==> src/rtl/regbank_sequencer.sv <==
// Single-command micro-sequencer for an 8 x 8-bit register bank: reads operands, runs an ALU op,
// writes back (r0 suppressed), waits out the bank write latency and returns result plus flags.
module regbank_sequencer #(
  parameter int unsigned WR_LAT = 2
) (
  input  logic       clk,
  input  logic       rst,
  input  logic       cmd_valid,
  output logic       cmd_ready,
  input  logic [2:0] cmd_op,
  input  logic [2:0] cmd_rd,
  input  logic [2:0] cmd_rs1,
  input  logic [2:0] cmd_rs2,
  input  logic [7:0] cmd_imm,
  output logic       rsp_valid,
  input  logic       rsp_ready,
  output logic [7:0] rsp_data,
  output logic       rsp_zero,
  output logic       rsp_carry,
  output logic       busy,
  output logic [2:0] rf_ra1,
  output logic [2:0] rf_ra2,
  input  logic [7:0] rf_rd1,
  input  logic [7:0] rf_rd2,
  output logic       rf_we3,
  output logic [2:0] rf_wa3,
  output logic [7:0] rf_wd3
);

  localparam logic [2:0] OpNop = 3'd0;
  localparam logic [2:0] OpLdi = 3'd1;
  localparam logic [2:0] OpAdd = 3'd2;
  localparam logic [2:0] OpSub = 3'd3;
  localparam logic [2:0] OpAnd = 3'd4;
  localparam logic [2:0] OpOr  = 3'd5;
  localparam logic [2:0] OpXor = 3'd6;
  localparam logic [2:0] OpRd  = 3'd7;

  typedef enum logic [2:0] {StIdle, StExec, StWrite, StSettle, StResp} state_e;

  state_e     state_q, state_d;
  logic [2:0] op_q, rd_q, rs1_q, rs2_q;
  logic [7:0] imm_q;
  logic [7:0] res_q, res_d;
  logic       zero_q, zero_d, carry_q, carry_d;
  logic [2:0] cnt_q, cnt_d;
  logic [2:0] wa_q, wa_d;
  logic [7:0] wd_q, wd_d;
  logic       capture;

  logic [8:0] alu_ext;
  logic [7:0] alu_res;
  logic       alu_carry;
  logic       writes_back;

  always_comb begin
    alu_ext   = 9'd0;
    alu_res   = 8'd0;
    alu_carry = 1'b0;
    case (op_q)
      OpNop: alu_res = 8'd0;
      OpLdi: alu_res = imm_q;
      OpAdd: begin
        alu_ext   = {1'b0, rf_rd1} + {1'b0, rf_rd2};
        alu_res   = alu_ext[7:0];
        alu_carry = alu_ext[8];
      end
      OpSub: begin
        // Bit 8 of the 9-bit difference is the borrow (rd1 < rd2).
        alu_ext   = {1'b0, rf_rd1} - {1'b0, rf_rd2};
        alu_res   = alu_ext[7:0];
        alu_carry = alu_ext[8];
      end
      OpAnd:   alu_res = rf_rd1 & rf_rd2;
      OpOr:    alu_res = rf_rd1 | rf_rd2;
      OpXor:   alu_res = rf_rd1 ^ rf_rd2;
      default: alu_res = rf_rd1;
    endcase
  end

  assign writes_back = (op_q != OpNop) && (op_q != OpRd) && (rd_q != 3'd0);

  always_comb begin
    state_d = state_q;
    res_d   = res_q;
    zero_d  = zero_q;
    carry_d = carry_q;
    cnt_d   = cnt_q;
    wa_d    = wa_q;
    wd_d    = wd_q;
    capture = 1'b0;
    case (state_q)
      StIdle: begin
        if (cmd_valid) begin
          capture = 1'b1;
          state_d = StExec;
        end
      end
      StExec: begin
        res_d   = alu_res;
        carry_d = alu_carry;
        zero_d  = (alu_res == 8'd0);
        if (writes_back) begin
          state_d = StWrite;
          wa_d    = rd_q;
          wd_d    = alu_res;
        end else begin
          state_d = StResp;
        end
      end
      StWrite: begin
        state_d = StSettle;
        cnt_d   = 3'(WR_LAT);
      end
      StSettle: begin
        cnt_d = cnt_q - 3'd1;
        if (cnt_q <= 3'd1) state_d = StResp;
      end
      StResp: begin
        if (rsp_ready) state_d = StIdle;
      end
      default: state_d = StIdle;
    endcase
  end

  always_ff @(posedge clk or posedge rst) begin
    if (rst) begin
      state_q <= StIdle;
      op_q    <= 3'd0;
      rd_q    <= 3'd0;
      rs1_q   <= 3'd0;
      rs2_q   <= 3'd0;
      imm_q   <= 8'd0;
      res_q   <= 8'd0;
      zero_q  <= 1'b0;
      carry_q <= 1'b0;
      cnt_q   <= 3'd0;
      wa_q    <= 3'd0;
      wd_q    <= 8'd0;
    end else begin
      state_q <= state_d;
      res_q   <= res_d;
      zero_q  <= zero_d;
      carry_q <= carry_d;
      cnt_q   <= cnt_d;
      wa_q    <= wa_d;
      wd_q    <= wd_d;
      if (capture) begin
        op_q  <= cmd_op;
        rd_q  <= cmd_rd;
        rs1_q <= cmd_rs1;
        rs2_q <= cmd_rs2;
        imm_q <= cmd_imm;
      end
    end
  end

  // Write address/data are registered so they hold their last values outside WRITE.
  assign cmd_ready = (state_q == StIdle);
  assign busy      = (state_q != StIdle);
  assign rsp_valid = (state_q == StResp);
  assign rsp_data  = res_q;
  assign rsp_zero  = zero_q;
  assign rsp_carry = carry_q;
  assign rf_ra1    = rs1_q;
  assign rf_ra2    = rs2_q;
  assign rf_we3    = (state_q == StWrite);
  assign rf_wa3    = wa_q;
  assign rf_wd3    = wd_q;

endmodule

==> config.mk <==
export PLATFORM = sky130hd
export DESIGN_NAME = regbank_sequencer
export DESIGN_NICKNAME = d
export VERILOG_FILES = /design/src/rtl/regbank_sequencer.sv
export SDC_FILE = /design/constraint.sdc
export NUM_CORES = 1
export LEC_CHECK = 0
export CAP_MARGIN = 20
export CORE_UTILIZATION = 46
export DETAILED_ROUTE_END_ITERATION = 7
export GPL_TIMING_DRIVEN = 0
export PLACE_DENSITY_LB_ADDON = 0.05
export SETUP_SLACK_MARGIN = 0.3
export SYNTH_ARGS = -nofsm -noshare
export SYNTH_HDL_FRONTEND = slang
export SYNTH_SLANG_ARGS = --single-unit
==> constraint.sdc <==
create_clock -name clk -period 2 [get_ports clk]
set_input_delay 0.6 -clock clk [delete_from_list [all_inputs] [get_ports clk]]
set_output_delay 0.6 -clock clk [all_outputs]
set_load 0.1 [all_outputs]
* Yosys cells after proc, flatten, opt, wreduce, memory -nomap -nowiden
Index checks and enable logic that the tools add are counted.
** Word-level totals
- Register bits :: 47
- Bits of input ports :: 40
- Logic and storage cells :: 54
** Operators by class
- Add/subtract/negate cells :: 3
- Magnitude comparators :: 1
- Equal/unequal tests :: 14
- Muxes and demuxes :: 10
- Bitwise operators :: 3
- Reductions and logical operators :: 11
** Operator list (number)
- 8-bit case mux with 7 select lines :: 1
- 3-bit case mux with 5 select lines :: 1
- 3-bit by 2-bit equality test with 1-bit output (second input constant) :: 4
- 3-bit equality test (second input constant) :: 4
- 3-bit two-way mux :: 4
- 8-bit by 8-bit adder with 9-bit output :: 1
- 3-bit nonzero test :: 3
- 8-bit by 8-bit subtractor with 9-bit output :: 1
- 8-bit bitwise AND :: 1
- 8-bit zero test :: 1
- 8-bit OR :: 1
- 8-bit bitwise XOR :: 1
- 3-bit by 1-bit equality test with 1-bit output (second input constant) :: 2
- 3-bit zero test :: 2
- 3-bit case mux with 2 select lines :: 1
- 2-bit != test (second input constant) :: 2
- 3-bit by 1-bit <= comparator with 1-bit output (second input constant) :: 1
- 3-bit != test (second input constant) :: 1
- 3-bit AND reduction :: 1
- 3-bit by 1-bit subtractor with 3-bit output (second input constant) :: 1
- 1-bit logical AND :: 2
- 1-bit two-way mux :: 2
- 2-bit by 1-bit != test with 1-bit output (second input constant) :: 1
- 1-bit case mux with 2 select lines :: 1
- 2 further kinds :: 2

* Logic depth before layout (Yosys ltp)
Gate-level depths: netlist of run 1.
- Depth in word-level cells :: 5
- Gate-level depth with buffers :: 11
- Gate-level depth less buffers :: 11

* Worst setup path before layout of run 1
OpenSTA, ideal clock, no wires.
- Kind :: reg2reg
- From :: register state_q[0]
- To :: register rs1_q[0], in the netlist rf_ra1[0]
- Data arrival time :: 2.899 ns
- Required time :: 1.875 ns
- Slack :: -1.025 ns
- Stages on the path, launching flop included :: 7
- Cells stage by stage :: dfrtp_1 clkbuf_1 or3_1 inv_1 and2_1 buf_2 mux2_2
** Between the ends
- Longest elaborated chain between the ends :: 2
** RTL lines
- start: declaration :: line 41 : state_e state_q, state_d;
- start signal: assignment :: line 128 : state_q <= StIdle;
- start signal: assignment :: line 141 : state_q <= state_d;
- 3-bit zero test
- via cmd_ready :: line 9 : output logic cmd_ready,
- 1-bit two-way mux :: line 92 : case (state_q)
- end signal: assignment :: line 151 : rs1_q <= cmd_rs1;
- end: declaration :: line 42 : logic [2:0] op_q, rd_q, rs1_q, rs2_q;
The timed path passes the listed nets, and every way through them passes these cells.
A chain may end at the register's enable or synchronous reset.

* Worst setup path in the final report of run 1
- From :: input rf_rd1[0]
- To :: register zero_q, in the netlist rsp_zero
** Between the ends
- Longest elaborated chain between the ends :: 3
- Elaborated cells between the ends (all ways) :: 7
** RTL lines
- start: declaration :: line 23 : input logic [7:0] rf_rd1,
- 8-bit by 8-bit subtractor with 9-bit output (tied with other cells) :: line 70 : alu_ext = {1'b0, rf_rd1} - {1'b0, rf_rd2};
- 8-bit case mux with 7 select lines (*) :: line 60 : case (op_q)
- 8-bit zero test (*) :: line 102 : zero_d = (alu_res == 8'd0);
- end signal: assignment :: line 143 : zero_q <= zero_d;
- end: declaration :: line 45 : logic zero_q, zero_d, carry_q, carry_d;
Every way passes the cells marked *; elsewhere a longest branch is shown, timed or not.

==> results of run 1 <==
[layout by cell type, fill, tap and decap left out, drive strengths merged, types with 4 or more instances in the layout]
master,count
clkinvlp,4
nand2b,4
mux2,24
a22o,4
dfrtp,47
o21ai,20
a211oi,4
clkdlybuf4s50,24
a21oi,13
a221oi,4
nor2,21
ha,26
inv,28
nor3,6
mux2i,8
nor2b,5
clkbuf,32
xnor2,5
o22ai,5
o31ai,7
nand2,33
buf,73
a22oi,5
[layer usage]
metal / vias up / share of wire
li1: 1408 / -
met1: 1485 / 0.44
met2: 116 / 0.49
met3: 25 / 0.049
met4: 0 / 0.022
met5: - / 0
[flip-flops by register name, summed over array words and instances, names as in the netlist, 3 cells and up]
signal    count
cnt_q         3
imm_q         8
op_q          3
rd_q          3
rf_ra1        3
rf_ra2        3
rf_wa3        3
rf_wd3        8
rsp_data      8
state_q       3
[worst min-delay path: cells and delay by family, from the launching register on]
family             cells  cell delay [ps]
AOI/OAI and AO/OA      1               40
and+or+nand+nor        1               60
DFF                    1              350
[power by group through the flow]
stage	sequential, uW	clock (uW)	combinational, uW
5_1_grt	1860	643	7250
2_1_floorplan	3500	0	2540
4_1_cts	1750	595	6010
3_3_place_gp	1740	0	5500
6_report	1810	602	6950
3_5_place_dp	1760	0	5550
[cell usage after synthesis, drive strengths merged, types with 2 or more instances]
library cell	count
fa	2
o31a	2
o211a	2
xnor2	5
ha	26
nor2	21
o41ai	2
nor2b	5
and2	3
a22o	4
mux2	24
a211oi	4
nand2	33
or2	3
inv	31
mux2i	8
nand2b	4
o21bai	3
o31ai	7
a31oi	3
and3	2
dfrtp	47
a221oi	4
o22ai	5
a21oi	13
a22oi	5
o21ai	20
o221ai	2
nor3	6
buf	9
a21o	2
clkbuf	7
[stage by stage]
stage	cell area, um2	util
floorplan	3497	-
global placement	4294	0.6611
detailed placement	4294	0.6611
CTS	4791	0.7376
global route	5248	0.8079
finish	5248	0.8079
[logic make-up (layout without fill, tap and decap cells)]
family / count (synthesis) / count (layout) / share of synthesized area
AOI/OAI and AO/OA: 88 / 88 / 0.1975
muxes: 33 / 33 / 0.1182
xor gates and xnor gates: 5 / 5 / 0.01388
adders and majority gates: 28 / 28 / 0.1158
and+or+nand+nor: 82 / 82 / 0.1182
DFF: 47 / 47 / 0.3729
buffers and inverters: 48 / 168 / 0.06347
[final cells by class]
type | instances | share of cell area
multi-input combinational | 236 | 0.4578
sequential | 47 | 0.2248
timing repair buffer | 112 | 0.2144
buffer | 16 | 0.03839
inverter | 32 | 0.02885
tap | 77 | 0.01836
clock buffer | 5 | 0.01311
clock inverter | 3 | 0.004292
[final timing paths]
path	from	end	slack, ps	cells past startpoint
min in group asynchronous	rst	state_q[2]	630	2
max reg2reg	op_q[1]	rsp_zero	-310	7
min reg2reg	rf_wd3[1]	rf_wd3[1]	480	2
min	rf_wd3[1]	rf_wd3[1]	480	2
max	rf_rd1[0]	rsp_zero	-450	11
max in group asynchronous	rst	op_q[0]	880	3
[timing repair]
item / in CTS / in global routing
hold endpoints to repair: 0 / 0
setup endpoints to repair: 70 / 64
setup buffers: 22 / 15
resized for setup: 298 / 83
cloned: 2 / 2
pin swaps: 35 / 24
==> out/results.md, run 1 <==
## STA
* 0 — number of pins exceeding their max-slew limit in the final report
* 476.0 ps — Tightest Pin Transition
* -445.0 ps — crit path setup slack, layout
* -2940 ps — post-route setup TNS
* 479.6 ps — Hold Worst Slack
* 2445 ps — crit path time final
* 0.4090 GHz — fmax
* 0 — final count of hold timing violations
* 1.223 — share of the clock period used by the worst path after layout
* 0.6815 — worst-case headroom to the max-slew limit
* yes — unrepaired setup endpoints after global routing
* 30 — final setup violation count
* 22.41 ps — Clock Skew

## GRT
* 14.86 mm — first-pass GRT wire length
* 0.4479 — GR met2 Demand/Resource
* 48 — pin count of the biggest net entering global routing
* 0.3616 — met1 GRT Util
* 0 — GRT overflow
* 0 — antenna violations before repair
* 0.2647 — overall track demand over capacity in global routing
* 0.03540 — met3 Resource Use GR
* met2 — most used routing layer in global routing
* 2959 — number of global-route vias before repair

## Placement
* 70 — Buffers on Ports
* 0.8499 — weighted congestion reported at the end of routability-driven placement
* -1438 ps — Setup WS pre-CTS
* 6.390 mm — detailed placer's ending HPWL
* 478 — total placed cells including tap cells

## Clock network
* 47 — Clock Sinks
* sky130_fd_sc_hd__clkbuf_8 — Clock Tree Root
* 320 ps — clock latency at the later pin of the worst-skew pair
* 5 — total clock buffers created by CTS
* done — TritonCTS clock tree
* 0 — Post-CTS Hold Fix Bufs
* 2 — buffer levels on the longest clock path
* 2 — H-Tree Level Count
* 90 ps — post-CTS clock slew at the launch and capture registers of the worst setup and hold paths

## Pwr
* 4988 uW — Switching Power
* 0.002351 uW — P_leak
* 1783 nW/um2 — Pwr Density
* 0.743 — combinational group share of total power
* 4370 uW — design internal power
* 1.588 mV — worst IR drop on VDD
* 9358 uW — total design power
* 0.064 — proportion of power drawn by the clock network
* 0.5330 — Sw Share
* 0.193 — proportion of power drawn by flip-flops and latches

## Die
* 84.81 um — Chip Height
* 6495 um2 — core area
* 29 — placement row count
* 71 — number of top-level design ports
* 84.81 um — die width
* 0.4856 — Starting Density
* 7192 um2 — Die Footprint

## Critical path
* buf_12, inv_12, ha_4, inv_2, fa_2, a21oi_2, o31a_1, o21ai_2, a2111o_1, o211a_4, o41ai_2 — sequence of cells on the critical path
* 2640 ps — WP data arrival
* sky130_fd_sc_hd__a2111o_1 — Slowest cell on crit path
* input pin to flip-flop — startpoint-to-endpoint class of the critical path
* flip-flop — CP Capture Type
* 3 — worst-path fanout max
* input pin — Critical Path Start Type
* 3 — worst path buffer plus inverter count
* compound AO/OA/AOI/OAI gates — Largest delay share family, worst path
* 420 ps — Max stage delay on crit path
* 2200 ps — Crit path required time

## Final layout
* 386 — fillcell total
* 2402 um2 — Multi-input gate area
* 518 — final net count
* 0.5166 — share of final-layout standard cells stronger than drive strength 1
* 0 — # diodes
* 1180 um2 — Register Area
* 528 — number of cells in the finished layout apart from fillers
* 66.36% — Layout Area Growth over Synthesis

## Logic synthesis
* 399 — Synthesized Nets
* sky130_fd_sc_hd__dfrtp_1, sky130_fd_sc_hd__ha_1, sky130_fd_sc_hd__mux2_2, sky130_fd_sc_hd__nand2_1, sky130_fd_sc_hd__inv_1 — ranking of synthesized cells by area
* 3154 um2 — total standard cell area after synthesis
* 9.530 um2 — average instance area after synthesis
* 331 — synthesized instance count
* 1.000 — fraction of registers with async set or reset after synthesis
* 0 — count of flip-flops with a built-in enable after synthesis
* sky130_fd_sc_hd__dfrtp_1 — cell taking the most area after synthesis
* sky130_fd_sc_hd__dfrtp_1 — most used flip-flop cell after synthesis
* 47 — Yosys reg bits
* 0.3729 — fraction of the yosys area taken by sequential cells
* 0 — Yosys warnings
* 56 — count of cell types in the netlist
* 0.3729 — area share of the largest cell type after synthesis

## Drt
* 18.79 um — Routed wire per std cell
* 9.920 mm — wirelength, routed
* 4 — DRC Markers
* 6 — Initial DRT Pass Iterations
* 0 — count of antenna-violating nets left after detailed routing
* 5.746 — Vias/cell
* 3034 — number of vias in the routed layout
* 181 — drt first-iter violations

## Min path
* flip-flop to flip-flop — min-delay worst type

## Run status
* design-rule violations, negative setup slack — violations in the final reports
* finished with violations — run status

## Job
* 0 — Maximum Capacitance Violations

Note: power is estimated with default switching activity, not from simulation.
==> inputs of run 2 (changes only) <==
CTS_CLUSTER_SIZE = 20   (was unset)
RECOVER_POWER = 25   (was unset)
==> run 2 against run 1 <==
  * The run still ends with design-rule violations, negative setup slack left
  * Count of clock-buffer cells in the layout did not move
  * First-iteration DRC count is 3.9% lower
  * Cell count unchanged
  * Total power shrank 0.46%
  * Clock skew down 2.3 ps
  * Setup slack improved by 7.2 ps
  * Hold slack got worse by 0.62 ps
  * Critical path depth unchanged
  * Die area is the same
  * Fmax rose by 0.30%
  * Sequential power about the same
  * Largest power group unchanged
==> out/results.md, run 2 (same netlist as run 1, synthesis figures left out) <==
## Die
* 0.4856 — Starting Density
* 6495 um2 — core area
* 71 — number of top-level design ports
* 84.81 um — die width
* 7192 um2 — Die Footprint
* 29 — placement row count
* 84.81 um — Chip Height

## Drt
* 7 — Initial DRT Pass Iterations
* 3032 — number of vias in the routed layout
* 9.865 mm — wirelength, routed
* 5.742 — Vias/cell
* 174 — drt first-iter violations
* 0 — count of antenna-violating nets left after detailed routing
* 18.68 um — Routed wire per std cell
* 4 — DRC Markers

## Final layout
* 5221 um2 — final cell area excluding filler cells
* 390 — fillcell total
* 0.5122 — share of final-layout standard cells stronger than drive strength 1
* sky130_fd_sc_hd__dfrtp_1, sky130_fd_sc_hd__buf_4, sky130_fd_sc_hd__nand2_1 — top library cells by usage in the layout, fill and taps aside
* 518 — final net count
* 528 — number of cells in the finished layout apart from fillers
* 65.53% — Layout Area Growth over Synthesis
* 0 — # diodes
* sky130_fd_sc_hd__dfrtp_1 — leading cell type in the layout, fill and taps excluded

## Run status
* finished with violations — run status
* design-rule violations, negative setup slack — violations in the final reports

## Critical path
* 3 — worst-path fanout max
* op_q[1] — Reg-to-Reg Start
* 11 — total number of cells along the worst setup path
* 410 ps — Max stage delay on crit path
* 2200 ps — Crit path required time
* sky130_fd_sc_hd__a2111o_1 — Slowest cell on crit path
* flip-flop — CP Capture Type
* buf_12, inv_12, ha_4, inv_2, fa_2, a21oi_2, o31a_1, o21ai_2, a2111o_1, o211a_4, o41ai_2 — sequence of cells on the critical path
* compound AO/OA/AOI/OAI gates — Largest delay share family, worst path
* 2640 ps — WP data arrival
* rf_rd1[0] — Critical Path Source
* input pin to flip-flop — startpoint-to-endpoint class of the critical path
* input pin — Critical Path Start Type
* 7 — FF-to-FF path depth
* 3 — worst path buffer plus inverter count

## GRT
* 14.86 mm — first-pass GRT wire length
* 48 — pin count of the biggest net entering global routing
* 0 — antenna violations before repair
* met2 — most used routing layer in global routing
* 0.4479 — GR met2 Demand/Resource
* 0.2647 — overall track demand over capacity in global routing
* 0.03540 — met3 Resource Use GR
* 2959 — number of global-route vias before repair
* 0.3616 — met1 GRT Util
* 0 — GRT overflow

## Pwr
* 1784 nW/um2 — Pwr Density
* 0.002338 uW — P_leak
* 1.587 mV — worst IR drop on VDD
* 9315 uW — total design power

## Clock network
* 2 — H-Tree Level Count
* 47 — Clock Sinks
* 310 ps — clock latency at the later pin of the worst-skew pair
* done — TritonCTS clock tree
* 80 ps — post-CTS clock slew at the launch and capture registers of the worst setup and hold paths
* 5 — total clock buffers created by CTS
* sky130_fd_sc_hd__clkbuf_8 — Clock Tree Root
* 2 — buffer levels on the longest clock path

## Min path
* rf_wd3[1] — beginning of the worst hold path
* flip-flop to flip-flop — min-delay worst type
* 2 — hold-critical path depth

## Placement
* 0.8499 — weighted congestion reported at the end of routability-driven placement
* 478 — total placed cells including tap cells
* 6.390 mm — detailed placer's ending HPWL
* -1438 ps — Setup WS pre-CTS
* 4294 um2 — total placed instance area
* 70 — Buffers on Ports

## STA
* 833.1 ps — Tightest Pin Transition
* -437.8 ps — crit path setup slack, layout
* 0.4416 — worst-case headroom to the max-slew limit
* 33 — final setup violation count
* 20.09 ps — Clock Skew
* 1.219 — share of the clock period used by the worst path after layout
* 0 — number of pins exceeding their max-slew limit in the final report
* 2438 ps — crit path time final
* yes — unrepaired setup endpoints after global routing
* 0.4102 GHz — fmax
* 0 — final count of hold timing violations

## Job
* 0 — Maximum Capacitance Violations

-- run 2: changes by cell type in the layout (fill, tap and decap cells not counted), sizes merged --
cell | previous run | this run
dlygate4sd3 | 0 | 1
clkbuf | 32 | 33
clkdlybuf4s50 | 24 | 23
clkdlybuf4s25 | 0 | 1
buf | 73 | 71
-- run 2: power breakdown --
group | internal [uW] | switching (uW) | leakage (uW)
registers | 1420 | 386 | 0.000569
clock network | 251 | 348 | 0.0000485
logic | 2670 | 4240 | 0.00172
-- run 2: metrics by stage --
step | hold WS [ps] | setup TNS [ps] | utilization
after global placement | 462.5 | -20730 | 0.6611
after detailed placement | 469.4 | -21410 | 0.6611
after global routing | 504.7 | -5101 | 0.8039
after floorplan | 473.9 | -7112 | -
final | 478.9 | -3297 | 0.8039
after CTS | 483.7 | -3107 | 0.7376
-- run 2: routing by layer --
layer	up-vias	part of all wire	routed length (um)
met1	1488	0.44	4310
met4	0	0.022	221
met2	109	0.48	4784
met5	-	0	0
met3	25	0.056	549
li1	1410	-	-
-- run 2: worst reg2reg max path: stages, from the launching register on --
cell	delay [ps]
sky130_fd_sc_hd__dfrtp_1	390
sky130_fd_sc_hd__buf_6	140
sky130_fd_sc_hd__and2b_1	350
sky130_fd_sc_hd__nand2_1	100
sky130_fd_sc_hd__a32o_2	290
sky130_fd_sc_hd__a2111o_1	430
sky130_fd_sc_hd__o211a_4	170
sky130_fd_sc_hd__o41ai_2	320
-- run 2: area by class of cell --
cell class	count	area, um2	area share
clock buffers	5	68.82	0.01318
multi-input cells	236	2402	0.4601
flip-flops and latches	47	1180	0.2260
repair buffers	112	1111	0.2128
well taps	77	96.34	0.01845
clock inverters	3	22.52	0.004313
plain buffers	16	191.4	0.03666
inverters	32	148.9	0.02852
-- run 2: timing repair --
action | CTS | global route
hold buffers | 0 | 0
pin swaps | 35 | 24
setup buffers | 22 | 15
gates cloned | 2 | 2
gates resized for setup | 298 | 83
endpoints found under the setup margin | 70 | 64
-- run 2: path summary, 6_finish.rpt --
| kind | slack [ps] | end |
|---|---|---|
| min in group asynchronous | 850 | state_q[2] |
| setup reg to reg | -290 | rsp_zero |
| max in group asynchronous | 230 | op_q[0] |
| hold reg to reg | 480 | rf_wd3[1] |
| setup / recovery | -440 | rsp_zero |
| hold / removal | 480 | rf_wd3[1] |
